[config.mk]
export PLATFORM = sky130hd
export DESIGN_NAME = blink_detector
export DESIGN_NICKNAME = d
export VERILOG_FILES = /design/src/rtl/blink_detector.sv
export SDC_FILE = /design/constraint.sdc
export NUM_CORES = 1
export LEC_CHECK = 0
export ABC_AREA = 0
export BUFFER_PORTS_ARGS = -buffer_cell sky130_fd_sc_hd__buf_2
export CAP_MARGIN = 20
export CORE_MARGIN = 10
export CORE_UTILIZATION = 30
export DETAILED_ROUTE_END_ITERATION = 10
export PLACE_DENSITY = 0.56
export SYNTH_ARGS = -nofsm -noshare
export SYNTH_HDL_FRONTEND = slang
export SYNTH_SLANG_ARGS = --single-unit
[constraint.sdc]
create_clock -name clk -period 9.5 [get_ports clk]
set_input_delay 0.95 -clock clk [delete_from_list [all_inputs] [get_ports clk]]
set_output_delay 0.95 -clock clk [all_outputs]
set_load 0.1 [all_outputs]
[src/rtl/blink_detector.sv]
// Blink-source checker: synchronizes an asynchronous square wave, measures the
// edge-to-edge interval in clk cycles and locks when it matches the expected half-period.
module blink_detector #(
  parameter int  CLK_FREQ_KHz = 50000,
  parameter int  LED_FREQ_Hz  = 1,
  parameter int  TOL_CYCLES   = 1000,
  parameter int  LOCK_COUNT   = 3,
  localparam int HALF_PERIOD  = (CLK_FREQ_KHz * 1000) / (LED_FREQ_Hz * 2),
  localparam int MAX_CNT      = 2 * HALF_PERIOD,
  localparam int CNT_W        = $clog2(MAX_CNT + 1)
) (
  input  logic             clk,
  input  logic             rst,
  input  logic             blink_in,
  output logic             edge_pulse,
  output logic [CNT_W-1:0] half_period,
  output logic             period_valid,
  output logic             locked,
  output logic             timeout
);

  localparam int MC_W = $clog2(LOCK_COUNT + 1);

  localparam logic [CNT_W:0]   HP_X     = (CNT_W + 1)'(HALF_PERIOD);
  localparam logic [CNT_W:0]   TOL_X    = (CNT_W + 1)'(TOL_CYCLES);
  localparam logic [CNT_W-1:0] CNT_LAST = CNT_W'(MAX_CNT - 1);
  localparam logic [MC_W-1:0]  MC_LOCK  = MC_W'(LOCK_COUNT);

  typedef enum logic [1:0] {
    IDLE,
    MEASURE,
    LOCKED
  } state_t;

  state_t           state;
  state_t           state_nxt;
  logic             s1;
  logic             s2;
  logic             s3;
  logic             edge_p0;
  logic [CNT_W-1:0] cnt;
  logic [CNT_W:0]   interval_p0;
  logic             is_match_p0;
  logic [MC_W-1:0]  match_cnt;
  logic [MC_W-1:0]  mc_nxt;
  logic             upd_p0;
  logic             to_p0;

  // Distance from the nominal half-period; one extra bit so the sum never wraps.
  function automatic logic [CNT_W:0] abs_diff(input logic [CNT_W:0] a,
                                              input logic [CNT_W:0] b);
    return (a >= b) ? (a - b) : (b - a);
  endfunction

  // Synchronizer and edge stage
  always_ff @(posedge clk) begin
    if (rst) begin
      s1 <= 1'b0;
      s2 <= 1'b0;
      s3 <= 1'b0;
    end else begin
      s1 <= blink_in;
      s2 <= s1;
      s3 <= s2;
    end
  end

  assign edge_p0     = s2 ^ s3;
  assign interval_p0 = (CNT_W + 1)'(cnt) + (CNT_W + 1)'(1);
  assign is_match_p0 = (abs_diff(interval_p0, HP_X) <= TOL_X);

  // Measurement FSM: next state and update strobes
  always_comb begin
    state_nxt = state;
    mc_nxt    = match_cnt;
    upd_p0    = 1'b0;
    to_p0     = 1'b0;
    case (state)
      IDLE: begin
        if (edge_p0) state_nxt = MEASURE;
      end
      MEASURE, LOCKED: begin
        if (edge_p0) begin
          upd_p0 = 1'b1;
          if (!is_match_p0) begin
            state_nxt = MEASURE;
            mc_nxt    = '0;
          end else if (state == MEASURE) begin
            if (match_cnt >= MC_LOCK - MC_W'(1)) begin
              state_nxt = LOCKED;
              mc_nxt    = MC_LOCK;
            end else begin
              mc_nxt = match_cnt + MC_W'(1);
            end
          end
        end else if (cnt == CNT_LAST) begin
          // An edge landing on this same cycle is handled above, so it wins.
          state_nxt = IDLE;
          mc_nxt    = '0;
          to_p0     = 1'b1;
        end
      end
      default: begin
        state_nxt = IDLE;
        mc_nxt    = '0;
      end
    endcase
  end

  always_ff @(posedge clk) begin
    if (rst) begin
      state     <= IDLE;
      match_cnt <= '0;
      cnt       <= '0;
    end else begin
      state     <= state_nxt;
      match_cnt <= mc_nxt;
      cnt       <= (edge_p0 || state_nxt == IDLE) ? '0 : cnt + CNT_W'(1);
    end
  end

  // Output register stage
  always_ff @(posedge clk) begin
    if (rst) begin
      edge_pulse   <= 1'b0;
      half_period  <= '0;
      period_valid <= 1'b0;
      locked       <= 1'b0;
      timeout      <= 1'b0;
    end else begin
      edge_pulse   <= edge_p0;
      period_valid <= upd_p0;
      locked       <= (state_nxt == LOCKED);
      timeout      <= to_p0;
      if (upd_p0) half_period <= interval_p0[CNT_W-1:0];
    end
  end

endmodule
# After elaboration in Yosys (flattened, before gate mapping)
# Index checks and enable logic that the tools add are counted.
# classes
add_sub_neg	5
order_cmp	3
n_eq_ne	6
muxes	17
n_bitwise	3
n_reduce_logical	7
# ops
op	count
adder 26 x 1 -> 27 bit, second input constant	1
>= comparator 27 x 25 -> 1 bit, second input constant	1
less-or-equal comparator 27 x 10 -> 1 bit, second input constant	1
two-way mux 27 bit	1
subtractor 25 x 27 -> 27 bit, first input constant	1
subtractor 27 x 25 -> 27 bit, second input constant	1
adder 26 x 1 -> 26 bit, second input constant	1
== test 26 bit, second input constant	1
two-way mux 2 bit	11
one-hot mux 2 bit (2 select lines)	2
== test 2 bit, second input constant	2
zero test 2 bit	2
inequality test 4 bit, second input constant	1
OR reduction 2 bit	2
two-way mux 1 bit	3
inequality test 3 bit, second input constant	1
AND reduction 3 bit	1
OR reduction 3 bit	1
adder 2 x 1 -> 2 bit, second input constant	1
== test 2 x 1 -> 1 bit, second input constant	1
>= comparator 2 bit, second input constant	1
inverter 1 bit	2
logical OR 1 bit	1
bitwise XOR 1 bit	1
# word_totals
register_bits	63
inputBits	3
out_inout_bits	30
word_cells	52

# Longest topological paths before layout
# Gate-level depths: netlist of run 1.
# depth
ltp_word	10
ltp_mapped	16
mapped_depth_nobuf	15

# Worst setup path before layout of run 1
# OpenSTA, ideal clock, no wires.
# synth_timing
path_kind	register to register
from	register cnt[1]
to	register locked
setup_time_ns	0.129
t_arrival_ns	3.581
t_required_ns	9.371
path_slack_ns	5.790
path_stages_with_launch	15
n_path_buf	2
synth_period_minus_slack_ns	3.710
cell_sequence	dfxtp_1 -> ha_1 -> nand3_4 -> nor4_1 -> xnor2_1 -> or4_1 -> buf_6 -> o31ai_4 -> and3_1 -> buf_6 -> o21ai_1 -> o221a_1 -> o311a_1 -> o2111ai_1 -> a22oi_1
# synth_between
elab_chain_cells	8
word_cells_on_any_way	12
classes_between	3 x add/sub; 2 x order compare; 2 x eq/ne; 5 x mux
# synth_lines
element	line	source
start: declaration	41	logic [CNT_W-1:0] cnt;
start signal: assignment	118	cnt <= (edge_p0 || state_nxt == IDLE) ? '0 : cnt + CNT_W'(1);
adder 26 x 1 -> 27 bit	69	assign interval_p0 = (CNT_W + 1)'(cnt) + (CNT_W + 1)'(1);
subtractor 25 x 27 -> 27 bit (tied with other cells)	52	return (a >= b) ? (a - b) : (b - a);
two-way mux 27 bit	52	
less-or-equal comparator 27 x 10 -> 1 bit	70	assign is_match_p0 = (abs_diff(interval_p0, HP_X) <= TOL_X);
two-way mux 2 bit	85	if (!is_match_p0) begin
two-way mux 2 bit *	83	if (edge_p0) begin
one-hot mux 2 bit (2 select lines) *	78	case (state)
== test 2 bit *	133	locked <= (state_nxt == LOCKED);
end signal: assignment	133	
end: declaration	18	output logic locked,
# Every way passes the cells marked *; elsewhere a longest branch is shown, timed or not.
# A chain may end at the register's enable or synchronous reset.

# Worst setup path after layout of run 1
# layout_timing
from	register cnt[0]
to	register state[0]
# layout_between
elab_chain_cells	7
word_cells_on_any_way	11
classes_between	3 x add/sub; 2 x order compare; 1 x eq/ne; 5 x mux
# layout_lines
element	line	source
adder 26 x 1 -> 27 bit	69	
subtractor 25 x 27 -> 27 bit (tied with other cells)	52	
two-way mux 27 bit	52	
less-or-equal comparator 27 x 10 -> 1 bit	70	
two-way mux 2 bit	85	
two-way mux 2 bit *	83	
one-hot mux 2 bit (2 select lines) *	78	
end signal: assignment	116	state <= state_nxt;
end: declaration	35	state_t state;
# Marked as above.

==> impl_metrics.json, run 1 <==
{
  "status": "finished, final reports clean",
  "first_pass_iters": 5,
  "crit_type": "reg -> reg",
  "grt_pass1_wl_mm": 22.0,
  "syn-num-nets": 553,
  "skew_ps": 8.69,
  "r2r_cells": 12,
  "netlist_area_um2": 4260,
  "port_buffers": 32,
  "setup_viol": 0,
  "htree_num_levels": 3,
  "slowest_delay_ps": 890,
  "worstReg2RegEnd": "state[0]",
  "use_met1_pct": 18.0,
  "min_from": "s1",
  "finalSetupTns_ps": 0,
  "ctsResizeCount": 0,
  "critPathMaxFanout": 13,
  "drv_cap": 0,
  "clk_pin_slew_ps": 60,
  "num_vias": 4256,
  "grt_max_degree": 52,
  "antenna_found_initial": 0,
  "antenna_cells": 0,
  "timing.critical_path.cells": "ha_1 -> and3_1 -> nand4_2 -> xor2_1 -> or4_1 -> nor3_1 -> a41o_2 -> or2_2 -> o32a_1 -> a211oi_2 -> nand4_2 -> nor4b_4",
  "grt.busiest_layer": "met2",
  "drive_above_1_share_pct": 14.8,
  "synth_cell_types": 76,
  "cts_tree": "yes",
  "dpl_cell_area_um2": 4560,
  "synth_edf_count": 0,
  "min_period_ps": 5100,
  "rows": 43,
  "min_to": "s2",
  "relSlewSlack_pct": 29.3,
  "finalMaxSlewViolations": 0,
  "min_path_cells": 1,
  "worstMarginPinSlew_ps": 1050,
  "wire_per_inst_um": 18.5,
  "wirelength_mm": 13.8,
  "ys_ff_latch": 63,
  "met2_usage_pct": 21.2,
  "place_congestion": 0.943,
  "p_leak_uw": 0.00170,
  "die_area_um2": 19400,
  "ys.flop_type": "dfxtp_1",
  "grtUsageTotal_pct": 13.8,
  "yosysWarnings": 0,
  "coreArea_um2": 13900,
  "start_util_pct": 30.7,
  "startpoint": "cnt[0]",
  "cp-start-kind": "flop",
  "pin_count": 33,
  "period_share_pct": 53.7,
  "hp-class": "reg -> reg",
  "cts_hold_buffers": 0,
  "synth_seq_area_share_pct": 29.6,
  "rr_startpoint": "cnt[0]",
  "crit_top_cell": "nand4_2",
  "hpwl_mm": 10.3,
  "arrival_ps": 5290,
  "synth.avg_cell_area_um2": 7.88,
  "rsz0062_at_grt": "false",
  "cts_buffers": 9,
  "drc": 0,
  "r2r_setup_slack_ps": 4400,
  "drtAntennaViolNets": 0,
  "finalNetCount": 574,
  "syn2layout_area_growth_pct": 15.5,
  "peakVddDrop_v": 0.0000788,
  "synthArstFlopShare_pct": 0,
  "overflow": 0,
  "cp-end-kind": "flop",
  "post_cts_buffers": 0,
  "drt_iter0_drc": 473,
  "hold_violations": 0,
  "worst_ep_required_time_ps": 9690,
  "fillers": 1437,
  "critPathTopFamily": "simple AND/OR/NAND/NOR gates",
  "fin_total_pwr_uw": 676,
  "path_buf_inv": 0,
  "slowest_stage": "xor2_1",
  "clock-root-buffer": "clkbuf_16",
  "fin_area_um2": 4920,
  "cts_buffer_depth": 2,
  "max_freq_ghz": 0.196,
  "met3_usage_pct": 3.18,
  "fin_util_pct": 35.5,
  "viasPerCell": 5.70,
  "grt_pass1_vias": 3882,
  "die_h_um": 139,
  "clk_latency_ps": 330,
  "powerDensity_nw_per_um2": 137,
  "dieWidth_um": 139,
  "cts.sinks": 63,
  "syn_inst": 541
}
## synthesized netlist by cell type, types with 3 or more instances
| cell | number | area share [%] |
|---|---|---|
| nor2_1 | 79 | 7.0 |
| dfxtp_1 | 63 | 30 |
| nand2_1 | 42 | 3.7 |
| xnor2_1 | 30 | 6.2 |
| a211oi_1 | 29 | 5.1 |
| clkbuf_1 | 20 | 1.8 |
| nor3_1 | 20 | 2.3 |
| a21oi_1 | 19 | 2.2 |
| nand3_1 | 16 | 1.9 |
| xor2_1 | 15 | 3.1 |
| and3_1 | 14 | 2.1 |
| nand4_1 | 14 | 2.1 |
| o21ai_0 | 13 | 1.5 |
| inv_1 | 12 | 1.1 |
| nor4_1 | 10 | 1.5 |
| ha_1 | 9 | 2.6 |
| and2_1 | 7 | 1.0 |
| nand2b_1 | 7 | 1.0 |
| nor2b_1 | 7 | 1.0 |
| o211ai_1 | 7 | 1.2 |
| o31ai_1 | 7 | 1.2 |
| or2_2 | 7 | 1.0 |
| buf_2 | 5 | 0.59 |
| o21a_1 | 5 | 0.88 |
| or4_1 | 5 | 0.88 |
| o311ai_0 | 4 | 0.82 |
| or3_1 | 4 | 0.59 |
| a31oi_1 | 3 | 0.44 |
| buf_4 | 3 | 0.53 |
| mux2i_1 | 3 | 0.70 |
| o22ai_1 | 3 | 0.44 |
| or4b_2 | 3 | 0.70 |
## per-stage QoR
step / cells / setup slack (ps) / hold WS [ps]
floorplan: 541 / 5790 / 414
CTS: 745 / 4560 / 457
detailed placement: 729 / 4600 / 445
global placement: 729 / 4670 / 436
global route: 747 / 4130 / 472
finish: 747 / 4400 / 452
## how the worst max path moves through the flow
stage                to  slack, ps  cells past startpoint
2_1_floorplan    locked       5790                     14
3_3_place_gp     locked       4670                     12
3_5_place_dp   state[0]       4600                     12
4_1_cts        state[0]       4560                     12
5_1_grt          locked       4130                     12
6_report       state[0]       4400                     12
## power breakdown
group / switching (µW) / leakage (µW) / total, µW / internal [µW]
combinational: 38.2 / 0.00104 / 48.5 / 10.3
sequential: 3.39 / 0.000509 / 272 / 269
clock: 126 / 0.000152 / 356 / 230
total: 168 / 0.00170 / 676 / 509
## area by class of cell
cell class              count  area [µm²]  share of cell area, %
clock buffers               9         225                   4.57
clock inverters             7        97.6                   1.98
inverters                  12        45.0                  0.915
multi-input cells         435        2820                   57.2
flip-flops and latches     63        1260                   25.6
well taps                 180         225                   4.57
repair buffers             41         255                   5.18
## cell usage in the layout, fill, tap and decap left out, drive strengths merged, types with 9 or more instances in the layout
cell | Yosys | layout
o31ai | 9 | 9
nor4 | 12 | 12
nor2 | 79 | 79
a21oi | 19 | 19
nand3 | 19 | 19
o21ai | 15 | 15
inv | 12 | 12
nor3 | 20 | 20
xor2 | 15 | 15
nand4 | 16 | 16
clkbuf | 20 | 9
a211oi | 30 | 30
buf | 11 | 41
and3 | 14 | 14
nand2 | 42 | 42
xnor2 | 30 | 30
dfxtp | 63 | 63
ha | 9 | 9
## metal layers
layer	part of all wire, %	wire [µm]
met4	2.6	354
met2	45	6160
met1	45	6290
met5	0	0
met3	7.4	1020
## flip-flops by register name, indices dropped and copies added, names as in the netlist, 2 cells and up
| signal | count |
|---|---|
| state | 2 |
| cnt | 26 |
| match_cnt | 2 |
| half_period | 26 |
## logic make-up after synthesis
logic type	count (synthesis)	share of synthesized area (%)
muxes	4	0.969
AOI/OAI and AO/OA	125	21.7
buffers and inverters	43	4.55
DFF	63	29.6
adders and majority gates	9	2.64
and+or+nand+nor	252	31.3
xor gates and xnor gates	45	9.25
Power figures use the tool's default switching activity.
==> inputs of run 2 (changes only) <==
Settings changed: PLACE_DENSITY 0.56 to 0.57.
Clock period 9.5 ns to 4.67 ns, I/O delays scaled along.
==> impl_metrics.json, run 2 (synthesized netlist as in run 1, its figures left out) <==
{
  "viasPerCell": 5.49,
  "wirelength_mm": 13.3,
  "drt_iter0_drc": 389,
  "port_buffers": 32,
  "clock-root-buffer": "clkbuf_16",
  "clk_latency_ps": 340,
  "rsz0062_at_grt": "false",
  "fillers": 1473,
  "min_period_ps": 4410,
  "hp-class": "in -> reg",
  "worstMarginPinSlew_ps": 832,
  "cts_buffers": 9,
  "wire_per_inst_um": 17.5,
  "period_share_pct": 94.5,
  "fin_cells": 760,
  "arrival_ps": 4670,
  "worst_ep_required_time_ps": 4930,
  "finalSetupTns_ps": 0,
  "wl_met3_um": 730,
  "drv_cap": 0,
  "wl_met1_mm": 6.02,
  "grtUsageTotal_pct": 13.6,
  "place_congestion": 0.970,
  "drtAntennaViolNets": 0,
  "peakVddDrop_v": 0.000163,
  "num_vias": 4171,
  "multiInputGateArea_um2": 2820,
  "antenna_found_initial": 0,
  "skew_ps": 3.54,
  "finalNetCount": 587,
  "finalMaxSlewViolations": 0,
  "hpwl_mm": 10.3,
  "cts_hold_buffers": 0,
  "cp-end-kind": "flop",
  "post_cts_buffers": 0,
  "grt_pass1_wl_mm": 21.7,
  "first_pass_iters": 5,
  "dieWidth_um": 139,
  "coreArea_um2": 13900,
  "dr_wl_met2_mm": 6.29,
  "regArea_um2": 1260,
  "hold_ws_ps": 352,
  "grt_max_degree": 52,
  "highest_layer": "met4",
  "drive_above_1_share_pct": 16.7,
  "cts.sinks": 63,
  "htree_num_levels": 3,
  "dp.cells": 742,
  "fin_util_pct": 36.2,
  "largestRegisters": "cnt (26), half_period (26)",
  "crit_type": "reg -> reg",
  "antenna_cells": 0,
  "critPathMaxFanout": 13,
  "cts_tree": "yes",
  "grt_pass1_vias": 3961,
  "clk_pin_slew_ps": 50,
  "status": "finished, final reports clean",
  "ctsResizeCount": 0,
  "drc": 0,
  "die_h_um": 139,
  "max_freq_ghz": 0.227,
  "layout.cells.most_common_list": "78 x nor2_1, 63 x dfxtp_1, 42 x nand2_1",
  "hold_violations": 0,
  "relSlewSlack_pct": 43.8,
  "start_util_pct": 30.7,
  "rows": 43,
  "die_area_um2": 19400,
  "cts_buffer_depth": 2,
  "overflow": 0,
  "p_leak_uw": 0.00176,
  "final_common_cell": "nor2_1",
  "syn2layout_area_growth_pct": 17.8,
  "cp-start-kind": "flop",
  "pin_count": 33,
  "setup_viol": 0,
  "powerDensity_nw_per_um2": 276
}
[run 2: cell count changes in the layout (fill, tap and decap cells not counted), moves of 2 or more]
cell and change:
buf_4 +13, clkbuf_1 +2, clkinv_4 -2, clkinvlp_4 -2, clkbuf_8 +2
[run 2: critical path: stages (launching register included)]
cell,delay [ps]
dfxtp_1,540
nand4_1,330
buf_4,270
nor4_1,470
o311ai_0,370
nor2_1,530
o31ai_4,120
and3_1,270
or2_2,360
o32a_1,380
a211oi_2,300
o2111ai_1,200
a22oi_1,190
[run 2: worst paths after layout]
path | start | endpoint | slack [ps] | depth (start not counted)
worst max register to register | cnt[0] | locked | 260 | 12
worst min-delay path | blink_in | s1 | 350 | 2
worst max-delay path | cnt[0] | locked | 260 | 12
worst min register to register | s1 | s2 | 430 | 1
[run 2: per-layer routing]
layer / track usage [%] / vias up
met5: 0 / -
met4: 4.72 / 0
met3: 3.05 / 20
met2: 22.4 / 127
met1: 17.1 / 1969
li1: - / 2055
[run 2: per-stage QoR]
stage                     setup slack, ps  power (µW)  cell area [µm²]
after floorplan                       960         642             4260
after global placement                194         660             4660
after detailed placement              117         660             4660
after CTS                            93.0        1400             4980
after global routing                 6.23        1430             5020
final                                 258        1390             5020
[run 2: power breakdown]
group          total (µW)  internal (µW)  switching, µW
Combinational        96.3           20.1           76.3
Sequential            553            547           6.48
Clock                 737            495            241
[run 2: cell type report]
cell class	count	area share, %
Clock buffer	13	5.18
Timing Repair Buffer	54	6.83
Sequential cell	63	25.1
Clock inverter	3	1.30
Multi-Input combinational cell	435	56.2
Tap cell	180	4.49
Inverter	12	0.897
